==> src/rtl/disp_pkg.sv <==
// ---------------------------------------------------------------------------
// disp_pkg
//   Shared constants for the multiplexed seven-segment display path:
//   digit count, special BCD codes and segment patterns.
//   Segment bytes are {a,b,c,d,e,f,g,dp}, active-high.
// ---------------------------------------------------------------------------
package disp_pkg;

   localparam int NUM_DIGITS = 8;

   // Nibble codes beyond 0-9
   localparam logic [3:0] DIG_DASH  = 4'd10;
   localparam logic [3:0] DIG_BLANK = 4'd11;   // 11..15 all render blank

   localparam logic [7:0] SEG_0     = 8'hFC;
   localparam logic [7:0] SEG_1     = 8'h60;
   localparam logic [7:0] SEG_2     = 8'hDA;
   localparam logic [7:0] SEG_3     = 8'hF2;
   localparam logic [7:0] SEG_4     = 8'h66;
   localparam logic [7:0] SEG_5     = 8'hB6;
   localparam logic [7:0] SEG_6     = 8'hBE;
   localparam logic [7:0] SEG_7     = 8'hE0;
   localparam logic [7:0] SEG_8     = 8'hFE;
   localparam logic [7:0] SEG_9     = 8'hF6;
   localparam logic [7:0] SEG_DASH  = 8'h02;
   localparam logic [7:0] SEG_BLANK = 8'h00;

endpackage

==> src/rtl/seg7_decode.sv <==
// ---------------------------------------------------------------------------
// seg7_decode
//   Combinational nibble -> segment decoder.
//   Ports:
//     digit  in  4   BCD nibble (10 = dash, 11-15 = blank)
//     seg    out 8   {a,b,c,d,e,f,g,dp}, active-high
// ---------------------------------------------------------------------------
module seg7_decode
   import disp_pkg::*;
(
   input  logic [3:0] digit,
   output logic [7:0] seg
);

   always_comb begin
      seg = SEG_BLANK;
      case (digit)
         4'd0:     seg = SEG_0;
         4'd1:     seg = SEG_1;
         4'd2:     seg = SEG_2;
         4'd3:     seg = SEG_3;
         4'd4:     seg = SEG_4;
         4'd5:     seg = SEG_5;
         4'd6:     seg = SEG_6;
         4'd7:     seg = SEG_7;
         4'd8:     seg = SEG_8;
         4'd9:     seg = SEG_9;
         DIG_DASH: seg = SEG_DASH;
         default:  seg = SEG_BLANK;
      endcase
   end

endmodule

==> src/rtl/seg_display_arbiter.sv <==
// ---------------------------------------------------------------------------
// seg_display_arbiter
//   Shares the 8-digit multiplexed seven-segment display between N_REQ
//   requesters. Owns digit scanning, per-digit blink and segment decode.
//   Ownership only changes at frame boundaries (fixed priority, highest
//   index wins, with a minimum hold before preemption), so a frame is never
//   a mix of two requesters.
//   Ports:
//     clk, rst    clock, synchronous active-high reset
//     req         per-requester level request
//     digits      8 BCD nibbles per requester, digit 0 in the top nibble
//     blink       per-digit blink mask per requester, bit 7 = digit 0
//     gnt         one-hot current owner, zero when idle
//     frame_done  1-clk pulse after the digit-7 slot ends
//     seg_data1/2 segment pattern (two identical banks)
//     seg_which   one-hot digit select, bit 7 = digit 0
// ---------------------------------------------------------------------------
module seg_display_arbiter
   import disp_pkg::*;
#(
   parameter int N_REQ           = 3,
   parameter int SCAN_DIV        = 200000,
   parameter int BLINK_DIV       = 50000000,
   parameter int MIN_HOLD_FRAMES = 4
) (
   input  logic                clk,
   input  logic                rst,
   input  logic [N_REQ-1:0]    req,
   input  logic [N_REQ*32-1:0] digits,
   input  logic [N_REQ*8-1:0]  blink,
   output logic [N_REQ-1:0]    gnt,
   output logic                frame_done,
   output logic [7:0]          seg_data1,
   output logic [7:0]          seg_data2,
   output logic [7:0]          seg_which
);

   localparam int OWN_W   = (N_REQ > 1) ? $clog2(N_REQ) : 1;
   localparam int SCAN_W  = (SCAN_DIV > 1) ? $clog2(SCAN_DIV) : 1;
   localparam int BLINK_W = (BLINK_DIV > 1) ? $clog2(BLINK_DIV) : 1;
   localparam int HOLD_W  = (MIN_HOLD_FRAMES > 0) ? $clog2(MIN_HOLD_FRAMES + 1) : 1;

   logic [SCAN_W-1:0]  scan_cnt;
   logic [2:0]         idx;
   logic               tick;
   logic               frame_end;

   logic               owner_vld;
   logic [OWN_W-1:0]   owner;
   logic [HOLD_W-1:0]  hold_cnt;
   logic [BLINK_W-1:0] blink_cnt;
   logic               blink_ph;
   logic [31:0]        sh_digits;
   logic [7:0]         sh_blink;

   logic               win_vld;
   logic [OWN_W-1:0]   win;
   logic               switch_own;
   logic               nxt_vld;
   logic [OWN_W-1:0]   nxt_owner;
   logic [31:0]        nxt_digits;
   logic [7:0]         nxt_blink;
   logic [N_REQ-1:0]   nxt_gnt;

   logic [3:0]         cur_nib;
   logic [7:0]         cur_seg;
   logic [7:0]         cur_sel;
   logic               cur_show;

   assign tick      = (scan_cnt == SCAN_W'(SCAN_DIV - 1));
   assign frame_end = tick && (idx == 3'd7);

   // Highest-index active request; ascending loop lets later hits override.
   always_comb begin
      win_vld = 1'b0;
      win     = '0;
      for (int i = 0; i < N_REQ; i++) begin
         if (req[i]) begin
            win_vld = 1'b1;
            win     = OWN_W'(i);
         end
      end
   end

   // An owner that drops its request is released at once; a live owner
   // can only be preempted after holding the display long enough.
   always_comb begin
      switch_own = 1'b0;
      if (!owner_vld)
         switch_own = win_vld;
      else if (!req[owner])
         switch_own = 1'b1;
      else if ((win != owner) && (hold_cnt >= HOLD_W'(MIN_HOLD_FRAMES)))
         switch_own = 1'b1;
   end

   assign nxt_vld   = switch_own ? win_vld : owner_vld;
   assign nxt_owner = switch_own ? win : owner;

   always_comb begin
      nxt_digits = '0;
      nxt_blink  = '0;
      nxt_gnt    = '0;
      for (int i = 0; i < N_REQ; i++) begin
         if (nxt_vld && (nxt_owner == OWN_W'(i))) begin
            nxt_digits = digits[i*32 +: 32];
            nxt_blink  = blink[i*8 +: 8];
            nxt_gnt[i] = 1'b1;
         end
      end
   end

   // Slot idx shows digit idx: top nibble / top mask bit is digit 0,
   // so the bit position is (7 - idx), i.e. ~idx.
   assign cur_nib  = sh_digits[{~idx, 2'b00} +: 4];
   assign cur_sel  = 8'h80 >> idx;
   assign cur_show = owner_vld && !(sh_blink[~idx] && blink_ph);

   seg7_decode u_decode (
      .digit (cur_nib),
      .seg   (cur_seg)
   );

   always_ff @(posedge clk) begin
      if (rst) begin
         scan_cnt   <= '0;
         idx        <= '0;
         frame_done <= 1'b0;
         owner_vld  <= 1'b0;
         owner      <= '0;
         gnt        <= '0;
         hold_cnt   <= '0;
         blink_cnt  <= '0;
         blink_ph   <= 1'b0;
         sh_digits  <= '0;
         sh_blink   <= '0;
         seg_which  <= '0;
         seg_data1  <= '0;
         seg_data2  <= '0;
      end else begin
         scan_cnt   <= tick ? '0 : scan_cnt + 1'b1;
         frame_done <= frame_end;
         if (tick)
            idx <= idx + 1'b1;

         if (frame_end && switch_own) begin
            blink_cnt <= '0;
            blink_ph  <= 1'b0;
         end else if (blink_cnt == BLINK_W'(BLINK_DIV - 1)) begin
            blink_cnt <= '0;
            blink_ph  <= ~blink_ph;
         end else begin
            blink_cnt <= blink_cnt + 1'b1;
         end

         // Shadow reload: everything the next frame shows is frozen here.
         if (frame_end) begin
            owner_vld <= nxt_vld;
            owner     <= nxt_owner;
            gnt       <= nxt_gnt;
            sh_digits <= nxt_digits;
            sh_blink  <= nxt_blink;
            if (switch_own)
               hold_cnt <= '0;
            else if (hold_cnt < HOLD_W'(MIN_HOLD_FRAMES))
               hold_cnt <= hold_cnt + 1'b1;
         end

         // The slot's pattern is registered as its tick completes, using the
         // shadow of the frame the slot belongs to.
         if (tick) begin
            seg_which <= cur_show ? cur_sel : 8'h00;
            seg_data1 <= cur_show ? cur_seg : 8'h00;
            seg_data2 <= cur_show ? cur_seg : 8'h00;
         end
      end
   end

endmodule
==> config.mk <==
export PLATFORM = sky130hd
export DESIGN_NAME = seg_display_arbiter
export DESIGN_NICKNAME = d
export VERILOG_FILES = /design/src/rtl/disp_pkg.sv /design/src/rtl/seg7_decode.sv /design/src/rtl/seg_display_arbiter.sv
export SDC_FILE = /design/constraint.sdc
export NUM_CORES = 1
export LEC_CHECK = 0
export CAP_MARGIN = 15
export CORE_ASPECT_RATIO = 1.25
export CORE_UTILIZATION = 53
export DETAILED_ROUTE_END_ITERATION = 10
export GPL_TIMING_DRIVEN = 0
export PLACE_DENSITY = 0.91
export SETUP_SLACK_MARGIN = 0.15
export SYNTH_ARGS = -nofsm -noshare
export SYNTH_HDL_FRONTEND = slang
export SYNTH_SLANG_ARGS = --single-unit
==> constraint.sdc <==
create_clock -name clk -period 3.7 [get_ports clk]
set_input_delay 1.11 -clock clk [delete_from_list [all_inputs] [get_ports clk]]
set_output_delay 1.11 -clock clk [all_outputs]
set_load 0.05 [all_outputs]
; Word-level counts from Yosys, hierarchy flattened
; Memory sizes are Yosys's and may differ from the RTL's.
; Cells that the tools add are included.
[word_totals]
register_bits = 114
latch_bits = 0
ramBits = 0
mem_bits_ro = 112
output_inout_bits = 28
wordCells = 74
mem_count = 1
[classes]
add_sub_neg = 4
n_mul = 0
div_mod_pow = 0
order_cmp = 4
n_eq_ne = 6
shifts = 2
n_mux = 27
n_bitwise = 2
reduce_logical = 15
[mem_list]
columns = name, depth, width, rd, rd_clocked_by_memory_dff, wr, line_no
row1 = (name not given), 16, 7, 1, 0, 0, seg7_decode.sv:17  ; case (digit)
[ops]
columns = op, n
row1 = $mux W32, 3
row2 = $mux W8, 5
row3 = $shiftx A32 B6 Y4, 1
row4 = $add A26 B1 Y26 const B, 1
row5 = $eq A26 B26 Y1 const B, 1
row6 = $add A18 B1 Y18 const B, 1
row7 = $eq A18 B18 Y1 const B, 1
row8 = $mux W1, 13
row9 = $logic_and A1 B1 Y1, 8
row10 = $shr A8 B3 Y8 const A, 1
row11 = $add A3 B1 Y3 const B, 2
row12 = $mux W3, 2
row13 = $lt A3 B4 Y1 const B, 1
row14 = $mux W2, 2
row15 = $reduce_or A2 Y1, 2
row16 = $bmux W1 S3, 1
row17 = $eq A3 B3 Y1 const B, 1
row18 = $ge A3 B3 Y1 const B, 1
row19 = $lt A2 B3 Y1 const B, 1
row20 = $lt A3 B3 Y1 const B, 1
row21 = $not A3 Y3, 1
row22 = $reduce_or A3 Y1, 1
row23 = $bmux W1 S2, 1
row24 = $eq A2 B1 Y1 const B, 1
row25 = 7 further kinds, 7

; Depth between registers and ports, before layout
[logic_depth]
word_depth = 13
depth_mapped = 9
mapped_depth_nobuf = 7

; Modules after synthesis
; A second synthesis with hierarchy kept.
[unflattened]
hier_cells = 618
area_unflattened_um2 = 5796.8
[modules_own_cells]
columns = module, n_inst, cells_per_inst, area_per_inst_um2, seq_area_each_um2
row1 = seg_display_arbiter, 1, 587, 5571.6, 2282.2
row2 = seg7_decode, 1, 31, 225.2, 0.0

; Least setup slack after synthesis
; OpenSTA, ideal clock, no wires.
[synth_timing]
path_kind = input port to flip-flop
from = input port req[2]
to = register blink_cnt[12]
setup_ns = 0.063
t_arrival_ns = 2.529
t_required_ns = 3.637
slack_ns = 1.107
path_stages = 7
n_path_buf = 3
cell_sequence = buf_2 -> or3_4 -> o22a_1 -> a211o_1 -> buf_2 -> buf_6 -> nor2_2
[synth_via]
elab_chain_cells = 8
word_cells_on_any_way = 11
[synth_lines]
columns = element, line_no
row1 = start: declaration, seg_display_arbiter.sv:28  ; input logic [N_REQ-1:0] req,
row2 = $mux W2, seg_display_arbiter.sv:78  ; if (req[i]) begin
row3 = $ne A2 B2 Y1, seg_display_arbiter.sv:93  ; else if ((win != owner) && (hold_cnt >= HOLD_W'(MIN_HOLD_FRAMES)))
row4 = $logic_and A1 B1 Y1, seg_display_arbiter.sv:93
row5 = $mux W1, seg_display_arbiter.sv:93
row6 = $mux W1, seg_display_arbiter.sv:91  ; else if (!req[owner])
row7 = $mux W1 (*), seg_display_arbiter.sv:89  ; if (!owner_vld)
row8 = $logic_and A1 B1 Y1 (*), seg_display_arbiter.sv:146  ; if (frame_end && switch_own) begin
row9 = $reduce_or A3 Y1 (no line) (*), --
row10 = end signal: assignment, seg_display_arbiter.sv:153  ; blink_cnt <= blink_cnt + 1'b1;
row11 = end: declaration, seg_display_arbiter.sv:51  ; logic [BLINK_W-1:0] blink_cnt;
; Mark *: on every way between the ends. The rest lies on a longest branch, timed or not. The select of a mux whose other input is x is not followed.
; A chain may end at the register's enable or synchronous reset.

; Worst setup path after layout
[layout_timing]
from = input port req[1]
to = register sh_digits[7]
[layout_via]
elab_chain_cells = 13
word_cells_on_any_way = 22
[layout_lines]
columns = element, line_no
row1 = $mux W1, seg_display_arbiter.sv:78
row2 = $mux W2, seg_display_arbiter.sv:78
row3 = $ne A2 B2 Y1, seg_display_arbiter.sv:93
row4 = $logic_and A1 B1 Y1, seg_display_arbiter.sv:93
row5 = $mux W1, seg_display_arbiter.sv:93
row6 = $mux W1, seg_display_arbiter.sv:91
row7 = $mux W1, seg_display_arbiter.sv:89
row8 = $mux W2, seg_display_arbiter.sv:98  ; assign nxt_owner = switch_own ? win : owner;
row9 = $logic_not A2 Y1, seg_display_arbiter.sv:105  ; if (nxt_vld && (nxt_owner == OWN_W'(i))) begin
row10 = $logic_and A1 B1 Y1, seg_display_arbiter.sv:105
row11 = $mux W32 (2 in series), seg_display_arbiter.sv:105
row12 = $mux W32 (*), seg_display_arbiter.sv:105
row13 = end signal: assignment, seg_display_arbiter.sv:161  ; sh_digits <= nxt_digits;
row14 = end: declaration, seg_display_arbiter.sv:53  ; logic [31:0] sh_digits;
; Marked as above.

==> results.toml <==
[setup_path]
worstPathMaxFanout = 10
slowest_stage = "clkdlybuf4s50_1"
worstPathCellList = "clkdlybuf4s50_1 -> nand2b_1 -> o211ai_1 -> o2bb2ai_1 -> clkbuf_1 -> a22oi_1 -> o211ai_2"
crit_type = "in2reg"
cp-end-kind = "flip-flop"
cpPeakStageDelay_ps = 600
cp.arrival_ps = 3480
required_ps = 4050
cp-start-kind = "input port"
reg2reg_from = "idx[0]"
reg2regPathDepth = 8
r2r-end = "seg_data2[7]"
rrSetupSlack_ps = 980

[logic_synthesis]
synth_common_cells = "dfxtp_1 (113), nand2_1 (66), nand3_1 (65), nor2_1 (50), a22oi_1 (41)"
yosys.area.top_type = "dfxtp_1"
synth-adder-area-share_pct = 2.922
synth_top_flop_cell = "dfxtp_1"
synth_edf_count = 0
synth_top_family_by_area = "simple AND/OR/NAND/NOR gates"
syn-cell-area_mm2 = 0.005994
ys_seq_elements = 113
synth.most_common_cell = "dfxtp_1"
postSynthCellCount = 648
synth.avg_cell_area_um2 = 9.251
seq_area_frac_synth_pct = 37.74
yosysUniqueCellTypes = 67
synth_compound_area_share_pct = 18.89
yosys.area_share.simple_pct = 22.77
ys_warn_count = 0
async_reset_ff_share_pct = 0
synth.area.mux_share_pct = 5.385
synthXorXnorAreaFrac_pct = 6.283
synth_top_area_share_pct = 37.74
synthTopCellsByArea = "dfxtp_1 (38%), o211ai_2 (6.3%), nand3_1 (5.4%), a22oi_1 (5.1%), nand2_1 (4.1%)"

[placed_design]
portBuffers = 148
dp.final_hpwl_um = 12580
place_area_mm2 = 0.007649
gp_congestion = 0.8822

[floorplan]
initial_core_util_pct = 54.35
core-area_mm2 = 0.01103
die_x_um = 97.12
die_h_um = 120.9
num_rows = 43
io_pins = 153
dieArea_mm2 = 0.01174

[global_route]
grt_pass1_vias = 6060
grt_max_degree = 17
met3_usage_pct = 8.122
grt_use_total_pct = 30.62
top_usage_layer = "met2"
grt_remaining_overflow = 0
grt_use_met2_pct = 53.61
antenna_found_initial = 0
use_met1_pct = 32.86
grt_pass1_wl_um = 28550

[pwr]
swShare_pct = 20.77
power_density_mw_per_mm2 = 393.1
vdd_ir_drop_max_uv = 292.4
power_frac_seq_pct = 37.9
share_comb_of_total_power_pct = 8.4
leakagePower_nw = 3.128
power.switching_w = 0.0006757
p_int_w = 0.002577
power.share.clock_pct = 53.7

[min_path]
hold_end = "sh_digits[2]"
hold_depth = 2
min_path_type = "reg2reg"
worstHoldStart = "sh_digits[2]"

[routing]
drtIter0Drc = 492
vias_per_cell = 6.101
ant_nets = 0
via_count = 5881
drc_errors = 0
routedWlPerCell_um = 18.53
firstDrtPassIters = 6
wl_um = 17870

[outcome]
status = "finished clean"

[sta]
max_slew_margin_pct = 52.05
finalMaxSlewViolations = 0
skew_ps = 8.416
timing_hold_violations_final = 0
period_share_pct = 84.80
worstMarginPinSlew_ps = 713.3
setup_viol_count_final = 0
final.setup.tns_ps = 0
rsz0062_at_grt = "false"
finalCriticalPeriod_ps = 3137
fmax_mhz = 318.7

[finish]
final_util_pct = 75.03
fill_cells = 679
multi_input_area_mm2 = 0.003379
area_growth_pct = 38.05
design_area_mm2 = 0.008275
nNetsFinal = 955
regArea_mm2 = 0.002262
diodes = 0
drive_gt1_share_pct = 15.20

[clocking]
numCtsBuffers = 17
tritoncts = "yes"
clockBufferDepth = 2
post_cts_buffers = 0
root_buffer = "clkbuf_16"
cts_resized = 0
postCtsHoldBufs = 0
cts_sinks = 113
clk_pin_slew_ps = 50
clock_latency_ps = 420
cts-htree-levels = 4

[flow_run]
drv_cap = 0
layer usage:
layer / share of wire [%] / routed length (um)
met4: 4.7 / 832
met3: 6.6 / 1175
met2: 52 / 9261
met5: 0 / 0
met1: 37 / 6596
critical path: cells and delay by family:
| kind | cells | cell delay (ps) |
|---|---|---|
| buf+inv | 2 | 1050 |
| simple gates | 1 | 210 |
| compound gates | 4 | 1100 |
cells by family after synthesis:
kind of cell             Yosys count
AND/OR/NAND/NOR                  261
flip-flops                       113
multiplexers                      17
adder cells (fa/ha/maj)           14
buffers and inverters             66
AO/OA/AOI/OAI                    133
XOR/XNOR                          43
other                              1
worst max-delay path by stage:
stage | startpoint | end | slack [ps]
floorplan | req[2] | blink_cnt[12] | 1110
global placement | req[1] | sh_blink[7] | 350
detailed placement | req[1] | sh_digits[7] | 250
CTS | req[1] | sh_digits[7] | 620
global route | req[1] | sh_digits[26] | 460
finish | req[1] | sh_digits[7] | 560
metrics by stage:
stage | cells | hold slack [ps] | setup slack, ps | power [W]
final | 964 | 472.8 | 562.5 | 0.003253
after floorplan | 649 | 425.9 | 1108 | 0.001356
after global routing | 964 | 489.5 | 457.2 | 0.003341
after detailed placement | 932 | 449.2 | 254.3 | 0.001524
after CTS | 964 | 466.3 | 619.4 | 0.003250
after global placement | 932 | 445.7 | 349.5 | 0.001516
power groups by stage:
| stage | clock, W | sequential (W) | combinational [W] |
|---|---|---|---|
| after detailed placement | 0 | 0.00126 | 0.000268 |
| after CTS | 0.00175 | 0.00123 | 0.000271 |
| after global placement | 0 | 0.00126 | 0.000261 |
| after global routing | 0.00182 | 0.00123 | 0.000290 |
| after floorplan | 0 | 0.00125 | 0.000102 |
| final | 0.00175 | 0.00123 | 0.000274 |
registers in the layout (all words and copies together), names as in the netlist, 7 cells and up:
name and flops:
sh_digits 32, blink_cnt 26, scan_cnt 18, seg_which 8
sh_blink 8, seg_data2 7
layout make-up:
class	instances	area share [%]
multi-input cells	470	40.84
flip-flops and latches	113	27.34
repair buffers	148	17.90
clock buffers	28	6.123
plain buffers	53	3.719
well taps	135	2.041
clock inverters	4	1.451
inverters	13	0.5897
cells in the final DEF, fill, tap and decap left out, types with 10 or more instances in the layout:
| master | instances |
|---|---|
| xor2_1 | 26 |
| nor2_1 | 50 |
| nand4_1 | 12 |
| o211ai_2 | 30 |
| nand3_1 | 65 |
| clkbuf_1 | 28 |
| clkbuf_16 | 17 |
| a21oi_1 | 15 |
| nand2_1 | 66 |
| inv_1 | 12 |
| buf_4 | 15 |
| a22oi_1 | 41 |
| nor2_2 | 11 |
| dfxtp_1 | 113 |
| xnor2_1 | 17 |
| buf_2 | 12 |
| clkdlybuf4s50_1 | 148 |
| a22o_1 | 10 |
| ha_1 | 14 |
| o211ai_1 | 13 |
Power figures use the tool's default switching activity.
==> edit: new RTL, same flow settings <==
Change the parameter `SCAN_DIV` from 200000 to 50000.
--- a/src/rtl/seg_display_arbiter.sv
+++ b/src/rtl/seg_display_arbiter.sv
@@ -20,5 +20,5 @@
 #(
    parameter int N_REQ           = 3,
-   parameter int SCAN_DIV        = 200000,
+   parameter int SCAN_DIV        = 50000,
    parameter int BLINK_DIV       = 50000000,
    parameter int MIN_HOLD_FRAMES = 4
Behaviour: same outputs for any inputs over 10 cycles, from zero or initial values and one cycle with rst high; that may be too few to reach the edited logic, so the function may still have changed.
==> edit against the original RTL <==
- routed wire length shrank 16%
- synthesized area decreased by 9.5%
- worst setup slack worse by 0.33 ns
- final area fell by 10%
- critical path depth up 1
- power down 25%
- worst hold slack got worse by 0.037 ns
- sequential cell count shrank 2
==> edit: results (changes against the original RTL) <==
Power
  – VDD IR-drop max: 0.0001961 V (was 0.0002924 V)
  – Net Switching: 0.5324 mW (was 0.6757 mW)
  – Leakage power: 2.760 nW (was 3.128 nW)

Outcome
  – Status: finished, final reports clean (unchanged)

CTS
  – Worst skew pair latency: 0.35 ns (was 0.42 ns)
  – Num CTS Buffers: 9 (was 17)
  – Htree depth: 3 (was 4)
  – Clock Pin Slew Worst Setup and Hold Paths: 0.07 ns (was 0.05 ns)

Cells and area
  – Final std cells w/o fill: 926 (was 964)
  – Layout cells sized above 1: 7.375% (was 15.20%)
  – Largest regs: sh_digits (32), blink_cnt (26), scan_cnt (16) (was sh_digits (32), blink_cnt (26), scan_cnt (18))
  – Filler instances: 691 (was 679)

Detailed routing
  – Mean number of vias per cell: 5.761 (was 6.101)
  – Total wire length: 14970 µm (was 17870 µm)
  – Drt drc: 0 (unchanged)
  – Drt first pass iters: 5 (was 6)
  – DRT iter0 DRCs: 281 (was 492)

Global route
  – Met2 Usage GRT: 51.26% (was 53.61%)
  – Tot GR Track Use: 28.77% (was 30.62%)
  – Met1 Usage GRT: 31.01% (was 32.86%)
  – First-pass GRT wire length: 24210 µm (was 28550 µm)
  – Vias in the first global route: 5380 (was 6060)
  – GR Layer Usage met3: 6.680% (was 8.122%)

Critical path
  – CP max stage delay: 0.56 ns (was 0.60 ns)
  – Arrival time at the worst endpoint: 3.73 ns (was 3.48 ns)
  – R2r setup slk: 0.95 ns (was 0.98 ns)

Timing
  – Worst-Margin Slew: 0.9267 ns (was 0.7133 ns)
  – Final Skew: 0.005517 ns (was 0.008416 ns)

Logic synthesis
  – Area contributors post-synth: dfxtp_1 (41%), nor2_1 (7.1%), nand2_1 (5.6%) (was dfxtp_1 (38%), o211ai_2 (6.3%), nand3_1 (5.4%))
  – Register area share after synthesis: 40.94% (was 37.74%)
  – Area share of fa/ha/maj cells after synthesis: 3.227% (was 2.922%)
  – Post-Synth XOR/XNOR Area: 6.132% (was 6.283%)
  – Post-synth cell types: 56 (was 67)
  – Most frequent cells after synthesis: dfxtp_1 (111), nor2_1 (103), nand2_1 (81) (was dfxtp_1 (113), nand2_1 (66), nand3_1 (65))
  – Fraction of synthesized area in multiplexers: 5.256% (was 5.385%)
  – Compound-Gate Fraction of Synth Area: 16.02% (was 18.89%)
  – Syn_area_per_cell: 8.561 µm² (was 9.251 µm²)
  – Ys async rst share: 0% (unchanged)

Place
  – Placed Cells: 910 (was 932)
  – Routability cong.: 0.9006 (was 0.8822)
  – DPL Wire Length: 11480 µm (was 12580 µm)
  – IO Port Bufs: 149 (was 148)
  – Placed Area: 7081 µm² (was 7649 µm²)
## edit: worst register-to-register path, stage by stage (launching register included)
cell and delay, ns:
dfxtp_1 0.47, buf_1 0.53, mux4_2 0.44, and3_1 0.20
a31oi_1 0.23, and4b_1 0.31, o21ai_0 0.25, o21ai_0 0.25
## edit: cells by family after synthesis
kind of cell,after synthesis
xor gates and xnor gates,38
muxes,16
AOI/OAI and AO/OA,128
DFF,111
adders and majority gates,14
and+or+nand+nor,271
other,1
buffers and inverters,55
## edit: layout make-up
cell class	instances	area [µm²]	share of cell area [%]
multi-input cells	469	2974	40.15
clock inverters	4	45.04	0.6080
clock buffers	12	246.5	3.327
inverters	10	37.54	0.5067
flip-flops and latches	111	2222	29.99
repair buffers	149	1491	20.13
well taps	126	157.7	2.128
plain buffers	45	234.0	3.158
## edit: power groups by stage
stage / sequential [mW] / combinational (mW) / clock, mW
2_1_floorplan: 1.23 / 0.0883 / 0
6_report: 1.20 / 0.253 / 0.967
5_1_grt: 1.20 / 0.271 / 1.02
3_3_place_gp: 1.23 / 0.243 / 0
3_5_place_dp: 1.23 / 0.247 / 0
4_1_cts: 1.20 / 0.250 / 0.967
## edit: what timing repair did
action | in CTS | in global routing
hold buffers | 0 | 0
resized for setup | 3 | 17
pin swaps | 0 | 0
buffers inserted | 0 | 0
setup endpoints to repair | 38 | 41
## edit: metrics by stage
| step | setup WS (ns) | hold WS, ns |
|---|---|---|
| after floorplan | 0.8024 | 0.4175 |
| after global placement | -0.1735 | 0.4288 |
| after detailed placement | -0.3289 | 0.4282 |
| after CTS | 0.1781 | 0.4375 |
| after global routing | 0.1237 | 0.4554 |
| final | 0.2330 | 0.4361 |
## edit: path summary, 6_finish.rpt
path	start	endpoint	cells past startpoint
max	req[2]	sh_digits[31]$_SDFFE_PP0P_	8
min	seg_which[3]$_SDFFE_PP0N_	seg_which[3]$_SDFFE_PP0N_	2
max reg2reg	idx[1]$_SDFFE_PP0N_	seg_data2[6]$_SDFFE_PP0N_	7
min reg2reg	seg_which[3]$_SDFFE_PP0N_	seg_which[3]$_SDFFE_PP0N_	2
## edit: layer usage
metal / vias to the layer above / share of wire (%)
met4: 0 / 4.3
met2: 230 / 52
met1: 2488 / 38
met3: 53 / 6.3
li1: 2564 / -
met5: - / 0
